## src/rtl/uart_rx_fifo.sv

```systemverilog
// UART receive FIFO: FWFT buffer with per-entry error tags, sticky overrun and error counters.
// Define UART_RX_FIFO_DROP_BAD_EN to discard frames that carry a parity or framing error.
module uart_rx_fifo #(
    parameter int DBIT      = 8,
    parameter int ADDR_W    = 4,
    parameter int ERR_CNT_W = 8
) (
    input  logic                 clk,
    input  logic                 reset,
    input  logic [DBIT-1:0]      rx_data,
    input  logic                 rx_done,
    input  logic                 rx_err,
    input  logic                 fr_err,
    input  logic                 rd,
    output logic [DBIT-1:0]      r_data,
    output logic                 r_par_err,
    output logic                 r_fr_err,
    output logic                 empty,
    output logic                 full,
    output logic [ADDR_W:0]      count,
    output logic                 overrun,
    input  logic                 clr_status,
    output logic [ERR_CNT_W-1:0] par_err_cnt,
    output logic [ERR_CNT_W-1:0] fr_err_cnt
);

    localparam int DEPTH = 1 << ADDR_W;
    localparam int EW    = DBIT + 2;
    localparam logic [ADDR_W-1:0]    PTR_ONE  = 1;
    localparam logic [ADDR_W:0]      CNT_ONE  = 1;
    localparam logic [ADDR_W:0]      CNT_FULL = (ADDR_W + 1)'(DEPTH);
    localparam logic [ERR_CNT_W-1:0] ERR_ONE  = 1;
    localparam logic [ERR_CNT_W-1:0] ERR_MAX  = '1;

    logic [EW-1:0]        mem_q [DEPTH];
    logic [ADDR_W-1:0]    wr_ptr_q, wr_ptr_d;
    logic [ADDR_W-1:0]    rd_ptr_q, rd_ptr_d;
    logic [ADDR_W:0]      count_q, count_d;
    logic                 par_pend_q, par_pend_d;
    logic                 overrun_q, overrun_d;
    logic [ERR_CNT_W-1:0] par_cnt_q, par_cnt_d;
    logic [ERR_CNT_W-1:0] fr_cnt_q, fr_cnt_d;

    logic          par_tag;
    logic          store;
    logic          do_rd;
    logic          we;
    logic          drop;
    logic [EW-1:0] head;

    assign empty = (count_q == '0);
    assign full  = (count_q == CNT_FULL);
    assign head  = mem_q[rd_ptr_q];

    // A parity pulse seen earlier in the frame is folded into this frame's tag
    assign par_tag = par_pend_q | rx_err;

`ifdef UART_RX_FIFO_DROP_BAD_EN
    assign store = rx_done & ~par_tag & ~fr_err;
`else
    assign store = rx_done;
`endif

    assign do_rd = rd & ~empty;
    assign we    = store & (~full | do_rd);
    assign drop  = store & full & ~rd;

    always_comb begin
        wr_ptr_d   = wr_ptr_q;
        rd_ptr_d   = rd_ptr_q;
        count_d    = count_q;
        par_pend_d = par_pend_q;
        overrun_d  = overrun_q;
        par_cnt_d  = par_cnt_q;
        fr_cnt_d   = fr_cnt_q;

        if (we) wr_ptr_d = wr_ptr_q + PTR_ONE;
        if (do_rd) rd_ptr_d = rd_ptr_q + PTR_ONE;
        if (we && !do_rd) count_d = count_q + CNT_ONE;
        else if (!we && do_rd) count_d = count_q - CNT_ONE;

        if (rx_done) par_pend_d = 1'b0;
        else if (rx_err) par_pend_d = 1'b1;

        if (drop) overrun_d = 1'b1;
        if (rx_done && par_tag && par_cnt_q != ERR_MAX)
            par_cnt_d = par_cnt_q + ERR_ONE;
        if (rx_done && fr_err && fr_cnt_q != ERR_MAX)
            fr_cnt_d = fr_cnt_q + ERR_ONE;

        // Clearing wins over any same-cycle status event
        if (clr_status) begin
            overrun_d = 1'b0;
            par_cnt_d = '0;
            fr_cnt_d  = '0;
        end
    end

    always_ff @(posedge clk or posedge reset) begin
        if (reset) begin
            wr_ptr_q   <= '0;
            rd_ptr_q   <= '0;
            count_q    <= '0;
            par_pend_q <= 1'b0;
            overrun_q  <= 1'b0;
            par_cnt_q  <= '0;
            fr_cnt_q   <= '0;
        end else begin
            wr_ptr_q   <= wr_ptr_d;
            rd_ptr_q   <= rd_ptr_d;
            count_q    <= count_d;
            par_pend_q <= par_pend_d;
            overrun_q  <= overrun_d;
            par_cnt_q  <= par_cnt_d;
            fr_cnt_q   <= fr_cnt_d;
        end
    end

    always_ff @(posedge clk) begin
        if (we) mem_q[wr_ptr_q] <= {fr_err, par_tag, rx_data};
    end

    always_comb begin
        r_data    = '0;
        r_par_err = 1'b0;
        r_fr_err  = 1'b0;
        if (!empty) begin
            r_data = head[DBIT-1:0];
`ifndef UART_RX_FIFO_DROP_BAD_EN
            r_par_err = head[DBIT];
            r_fr_err  = head[DBIT+1];
`endif
        end
    end

    assign count       = count_q;
    assign overrun     = overrun_q;
    assign par_err_cnt = par_cnt_q;
    assign fr_err_cnt  = fr_cnt_q;

endmodule

```

## config.mk

```make
export PLATFORM = sky130hd
export DESIGN_NAME = uart_rx_fifo
export DESIGN_NICKNAME = d
export VERILOG_FILES = /design/src/rtl/uart_rx_fifo.sv
export SDC_FILE = /design/constraint.sdc
export NUM_CORES = 1
export LEC_CHECK = 0
export ABC_AREA = 0
export CORE_ASPECT_RATIO = 1.2
export CORE_MARGIN = 1
export CORE_UTILIZATION = 33
export DETAILED_ROUTE_END_ITERATION = 10
export GPL_ROUTABILITY_DRIVEN = 0
export GPL_TIMING_DRIVEN = 0
export PLACE_DENSITY = 0.57
export RECOVER_POWER = 25
export SYNTH_ARGS = -nofsm -noshare
export SYNTH_HDL_FRONTEND = slang
export SYNTH_SLANG_ARGS = --single-unit
```

## constraint.sdc

```tcl
create_clock -name clk -period 3.53 [get_ports clk]
set_clock_uncertainty 0.1 [all_clocks]
set_input_delay 0.353 -clock clk [delete_from_list [all_inputs] [get_ports clk]]
set_output_delay 0.353 -clock clk [all_outputs]
set_load 0.05 [all_outputs]
```

==> results of run 1 <==
per-stage QoR:
step | setup TNS [ns] | area, um^2 | instances
after floorplan | 0 | 7980 | 448
after detailed placement | 0 | 8890 | 817
final | 0 | 9490 | 849
after CTS | 0 | 9470 | 849
after global placement | -4.63 | 8850 | 815
after global routing | 0 | 9490 | 849
timing repair:
item / in CTS / in global routing
buffers inserted: 0 / 0
resized for setup: 7 / 6
setup endpoints to repair: 10 / 6
cell families after synthesis:
| logic type | after synthesis | synth area share (%) |
|---|---|---|
| XOR/XNOR | 16 | 1.76 |
| flip-flops | 191 | 69.9 |
| adder cells (fa/ha/maj) | 13 | 2.13 |
| AO/OA/AOI/OAI | 46 | 3.59 |
| buffers and inverters | 30 | 1.98 |
| AND/OR/NAND/NOR | 85 | 5.03 |
| multiplexers | 67 | 15.6 |
worst min-delay path by stage:
stage | end | depth (start not counted) | slack (ns) | start
after floorplan | mem_q[0][0] | 0 | 0.35 | rx_data[0]
after global placement | overrun | 2 | 0.39 | overrun
after detailed placement | overrun | 2 | 0.39 | overrun
after CTS | fr_err_cnt[0] | 2 | 0.16 | clr_status
after global routing | fr_err_cnt[1] | 2 | 0.22 | clr_status
final | fr_err_cnt[0] | 2 | 0.17 | clr_status
sequential cells by signal, summed over array words and instances, names as in the netlist:
| register | flops |
|---|---|
| wr_ptr_q | 4 |
| fr_err_cnt | 8 |
| par_err_cnt | 8 |
| par_pend_q | 1 |
| mem_q | 160 |
| overrun | 1 |
| count | 5 |
| rd_ptr_q | 4 |
per-layer routing:
| layer | track usage (%) | part of all wire (%) |
|---|---|---|
| met1 | 17.9 | 42 |
| met4 | 5.46 | 1.4 |
| met3 | 3.38 | 4.4 |
| met2 | 24.9 | 52 |
| met5 | 0 | 0 |
Yosys cell counts (5+ instances only):
cell | n | area [um^2]
a21oi_1 | 13 | 65.1
buf_1 | 5 | 18.8
clkbuf_1 | 8 | 30.0
dfrtp_1 | 31 | 776
edfxtp_1 | 160 | 4800
ha_1 | 12 | 150
inv_1 | 10 | 37.5
mux2_2 | 10 | 113
mux2i_1 | 16 | 160
mux4_1 | 16 | 420
mux4_2 | 24 | 541
nand2_1 | 17 | 63.8
nand3_1 | 8 | 40.0
nor2_1 | 27 | 101
nor3_1 | 9 | 45.0
o21ai_0 | 7 | 35.0
o21ai_1 | 9 | 45.0
xnor2_1 | 7 | 61.3
xor2_1 | 9 | 78.8
where the power goes:
group / switching, uW / internal (uW)
logic: 1750 / 1150
clock network: 914 / 940
registers: 119 / 2720
worst reg2reg max path, cell delays in order (launching register included):
cell and delay [ns]:
dfrtp_1 0.46, nor4_2 0.42, nand2b_1 0.24, nand2_1 0.20, ha_1 0.27, inv_1 0.15
ha_1 0.31, nor2b_1 0.14, o21a_1 0.21, o211a_1 0.23, a311o_1 0.31
area by class of cell:
class / count / area, um^2
clock inverters: 15 / 141
plain buffers: 20 / 126
fillers: 2204 / 14300
multi-input cells: 227 / 2270
well taps: 320 / 400
repair buffers: 49 / 507
flip-flops and latches: 191 / 5580
inverters: 10 / 37.5
clock buffers: 17 / 425
==> qor.yml, run 1 <==
detailed_routing:
  first_pass_iters: 5
  vias: 4195
  totalWireLength_mm: 16.8
  ant_nets: 0
  routed_via_density: 4.94
  drt-wirelength-per-cell_um: 19.7
  drt_iter0_drc: 330
  route.detailed.drc: 0
power_and_ir_drop:
  p_leak_uw: 0.00333
  irDropWorstVdd_uv: 497
  power_density_nw_per_um2: 800
  power_uw: 7590
critical_path:
  reg2reg_from: "count[0]"
  crit_chain: "buf_6 -> buf_12 -> mux4_1 -> mux2_2 -> o21ai_1 -> a21oi_1 -> clkdlybuf4s50_1"
  slowest_stage: "clkdlybuf4s50_1"
  crit_buf_inv: 3
  reg2regPathDepth: 10
  worstReg2RegEnd: "count[4]"
  crit_start: "rd_ptr_q[0]"
  arrival_ns: 2.93
  crit_end: "r_data[1]"
  worstSetupPathType: "reg -> out"
  ff2ff_setup_slack_ns: 0.40
  cp.required_ns: 3.08
  path_depth: 7
  start_kind: "flop"
  slowest_delay_ns: 0.72
  critical_path.top_delay_family: "buffers and inverters"
  crit_path_max_fanout: 10
  worstSetupEndpointType: "output port"
cts:
  cts_max_level: 4
  numCtsBuffers: 17
  clkLatencyLatePin_ns: 0.44
  root_buffer: "clkbuf_16"
  clkTransAtPathRegs_ns: 0.08
  hold_buffers: 0
  clockBufferDepth: 2
  cts_tree: "built"
  cts.sinks: 191
finish:
  diodes: 0
  final_common_cell: "edfxtp_1"
  area_delta_synth_final_pct: 18.9
  final_cell_mix: "edfxtp_1 (160), clkdlybuf4s50_1 (34), dfrtp_1 (31)"
  utilization_pct: 39.8
  nNetsFinal: 544
  drive_gt1_share_pct: 16.8
grt:
  grt_start_max_net_pins: 32
  antenna_found_initial: 0
  grt_pass1_wl_mm: 25.6
  grt-ovfl-total: 0
  grt.total_usage_pct: 14.6
  grt_pass1_vias: 4405
yosys:
  yosys_warnings: 0
  yosysSeqAreaShare_pct: 69.9
  synth_seq_cells: 191
  syn_area_per_cell_um2: 17.8
  ys_async_sr_fraction_pct: 16.2
  synth_cell_types: 46
  synth_edf_count: 160
  postSynthCellCount: 448
  synth-main-ff-cell: "edfxtp_1"
  synthesis.area_um2: 7980
  syn_nets: 476
floorplanning:
  die_y_um: 172
  die-area_um2: 24800
  initial_utilization_pct: 33.5
  die_x_um: 144
  fp-row-count: 62
  fp.coreArea_um2: 23800
  top_level_ports: 49
flow_run:
  maxCapViolCount: 0
timing:
  max_slew.worst_pin.slew_ns: 1.26
  max_slew_margin_pct: 16.0
  final-hold-violation-count: 0
  setup_viol: 0
  rsz0062_at_grt: "no"
  slew_violations: 0
  finalCriticalPeriod_ns: 3.39
  postLayoutSetupSlackWorst_ns: 0.144
  max_freq_ghz: 0.295
  whs_ns: 0.173
  period_share_pct: 95.9
place:
  hpwl_mm: 11.3
  io_buffers: 47
  place_ws_ns: 0.165
hold_path:
  min_path_type: "in -> reg"
outcome:
  status: "completed"
Power figures use the tool's default switching activity.
==> run 2: changes to the inputs <==
--- a/config.mk
+++ b/config.mk
@@ -6,6 +6,8 @@
 export NUM_CORES = 1
 export LEC_CHECK = 0
 export ABC_AREA = 0
+export ABC_CLOCK_PERIOD_IN_PS = 3530
+export CAP_MARGIN = 20
 export CORE_ASPECT_RATIO = 1.2
 export CORE_MARGIN = 1
 export CORE_UTILIZATION = 33
==> run 2 against run 1 <==
Critical endpoint is now r_par_err. Die area unchanged. Utilization increased by 0.37 points. Global-route usage decreased by 0.050 points. Critical path type unchanged. Sequential power about the same. Count of clock-buffer cells in the layout unchanged. Total power increased by 0.55%.
==> qor.yml, run 2 (synthesized netlist as in run 1, its figures left out) <==
outcome:
  status: "completed"
power_and_ir_drop:
  power_density_nw_per_um2: 797  # -0.39%
  p_leak_uw: 0.00339  # +1.7%
  irDropWorstVdd_uv: 540  # +8.7%
critical_path:
  worstSetupPathType: "reg -> out"
  crit_path_max_fanout: 10  # unchanged
  reg2reg_from: "count[0]"
  ff2ff_setup_slack_ns: 0.40  # about the same
  cp.required_ns: 3.08  # about the same
  worstSetupEndpointType: "output port"
  arrival_ns: 2.96  # +0.03 ns
  worstReg2RegEnd: "count[4]"
  start_kind: "flop"
  reg2regPathDepth: 10  # unchanged
detailed_routing:
  drt-wirelength-per-cell_um: 19.7  # -0.22%
  routed_via_density: 4.92  # -0.34%
  totalWireLength_mm: 16.9  # +0.84%
  first_pass_iters: 4  # -1
  ant_nets: 0  # unchanged
  vias: 4225  # +0.72%
  route.detailed.drc: 0  # unchanged
  drt_iter0_drc: 255  # -23%
place:
  hpwl_mm: 11.4  # +1.1%
  place_area_um2: 8960  # +0.77%
  io_buffers: 47  # unchanged
timing:
  setup_viol: 0  # unchanged
  final-hold-violation-count: 0  # unchanged
  tns_ns: 0  # unchanged
  rsz0062_at_grt: "no"
  period_share_pct: 96.8  # +0.87 points
  finalCriticalPeriod_ns: 3.42  # +0.0307 ns
  max_freq_ghz: 0.293  # -0.90%
  max_slew.worst_pin.slew_ns: 1.14  # -0.121 ns
  max_slew_margin_pct: 24.2  # +8.2 points
  slew_violations: 0  # unchanged
cts:
  clkLatencyLatePin_ns: 0.44  # about the same
  hold_buffers: 0  # unchanged
  cts_post_setup_buffers_inserted: 0  # unchanged
  cts_tree: "built"
  cts_resized: 5  # -2
  cts_max_level: 4  # unchanged
  clkTransAtPathRegs_ns: 0.08  # about the same
  clockBufferDepth: 2  # unchanged
  numCtsBuffers: 17  # unchanged
  cts.sinks: 191  # unchanged
  root_buffer: "clkbuf_16"
grt:
  antenna_found_initial: 0  # unchanged
  grt-ovfl-total: 0  # unchanged
  grt.total_usage_pct: 14.5  # -0.050 points
  grt_pass1_vias: 4391  # -0.32%
  grt_pass1_wl_mm: 25.6  # +0.14%
  grt_start_max_net_pins: 20  # -38%
floorplanning:
  die-area_um2: 24800  # unchanged
  die_x_um: 144  # unchanged
  top_level_ports: 49  # unchanged
  fp.coreArea_um2: 23800  # unchanged
  die_y_um: 172  # unchanged
  fp-row-count: 62  # unchanged
  initial_utilization_pct: 33.5  # unchanged
finish:
  nNetsFinal: 553  # +1.7%
  diodes: 0  # unchanged
  final_common_cell: "edfxtp_1"
  drive_gt1_share_pct: 18.0  # +1.2 points
  area_delta_synth_final_pct: 20.0
  utilization_pct: 40.2  # +0.37 points
  top_register: "mem_q"
  finalInstanceArea_um2: 9580  # +0.94%
  largest_reg_flops: 160  # unchanged
  final_cell_mix: "edfxtp_1 (160), clkdlybuf4s50_1 (34), dfrtp_1 (31)"
hold_path:
  min_path_type: "in -> reg"
  whs_endpoint: "fr_err_cnt[0]"
  hold_depth: 2  # unchanged
  hp-start: "clr_status"
flow_run:
  maxCapViolCount: 0  # unchanged
[run 2: cell types whose count changed in the layout (fill, tap and decap cells not counted), sizes merged]
cell,delta
clkbuf,+1
clkinv,+1
buf,+8
dlymetal6s2s,+1
dlygate4sd2,-1
inv,-1
[run 2: area by class of cell]
type	instances	area, um^2
clock inverters	15	144
fillers	2218	14200
clock buffers	17	425
multi-input cells	227	2270
repair buffers	58	593
flip-flops and latches	191	5580
inverters	10	37.5
plain buffers	20	126
well taps	320	400
[run 2: where the power goes]
group          internal (uW)  total [uW]  switching [uW]  leakage (uW)
logic                   1180        2940            1760       0.00126
registers               2720        2840             118       0.00185
clock network            941        1860             921      0.000283
total                   4840        7630            2790       0.00339
[run 2: critical path: stages, from the launching register on]
cell,delay [ns]
dfrtp_1,0.37
buf_6,0.16
buf_12,0.16
mux4_2,0.52
mux2_2,0.30
o21ai_1,0.17
a21oi_1,0.10
clkdlybuf4s50_1,0.75
[run 2: how the worst max path moves through the flow]
| stage | from | endpoint | slack, ns | depth (start not counted) |
|---|---|---|---|---|
| floorplan | count[0] | count[4] | 0.48 | 10 |
| global placement | rx_done | mem_q[3][6] | -0.25 | 5 |
| detailed placement | rx_done | count[4] | 0.16 | 10 |
| CTS | count[0] | r_data[0] | 0.005 | 6 |
| global route | rd_ptr_q[0] | r_par_err | 0.003 | 7 |
| finish | rd_ptr_q[0] | r_par_err | 0.11 | 7 |
[run 2: stage by stage]
step	std cells	worst slack, ns	hold WS [ns]	total power [uW]
after global routing	858	0.00263	0.234	7970
after global placement	815	-0.252	0.394	5770
after detailed placement	822	0.159	0.388	5850
after CTS	854	0.00502	0.173	7710
final	858	0.113	0.174	7630
after floorplan	448	0.485	0.352	4920
[run 2: per-layer routing]
layer	GRT usage, %	up-vias	part of all wire [%]
li1	-	1927	-
met1	18.3	2180	44
met2	25.0	99	52
met3	2.99	19	3.8
met4	4.58	0	1.1
met5	0	-	0
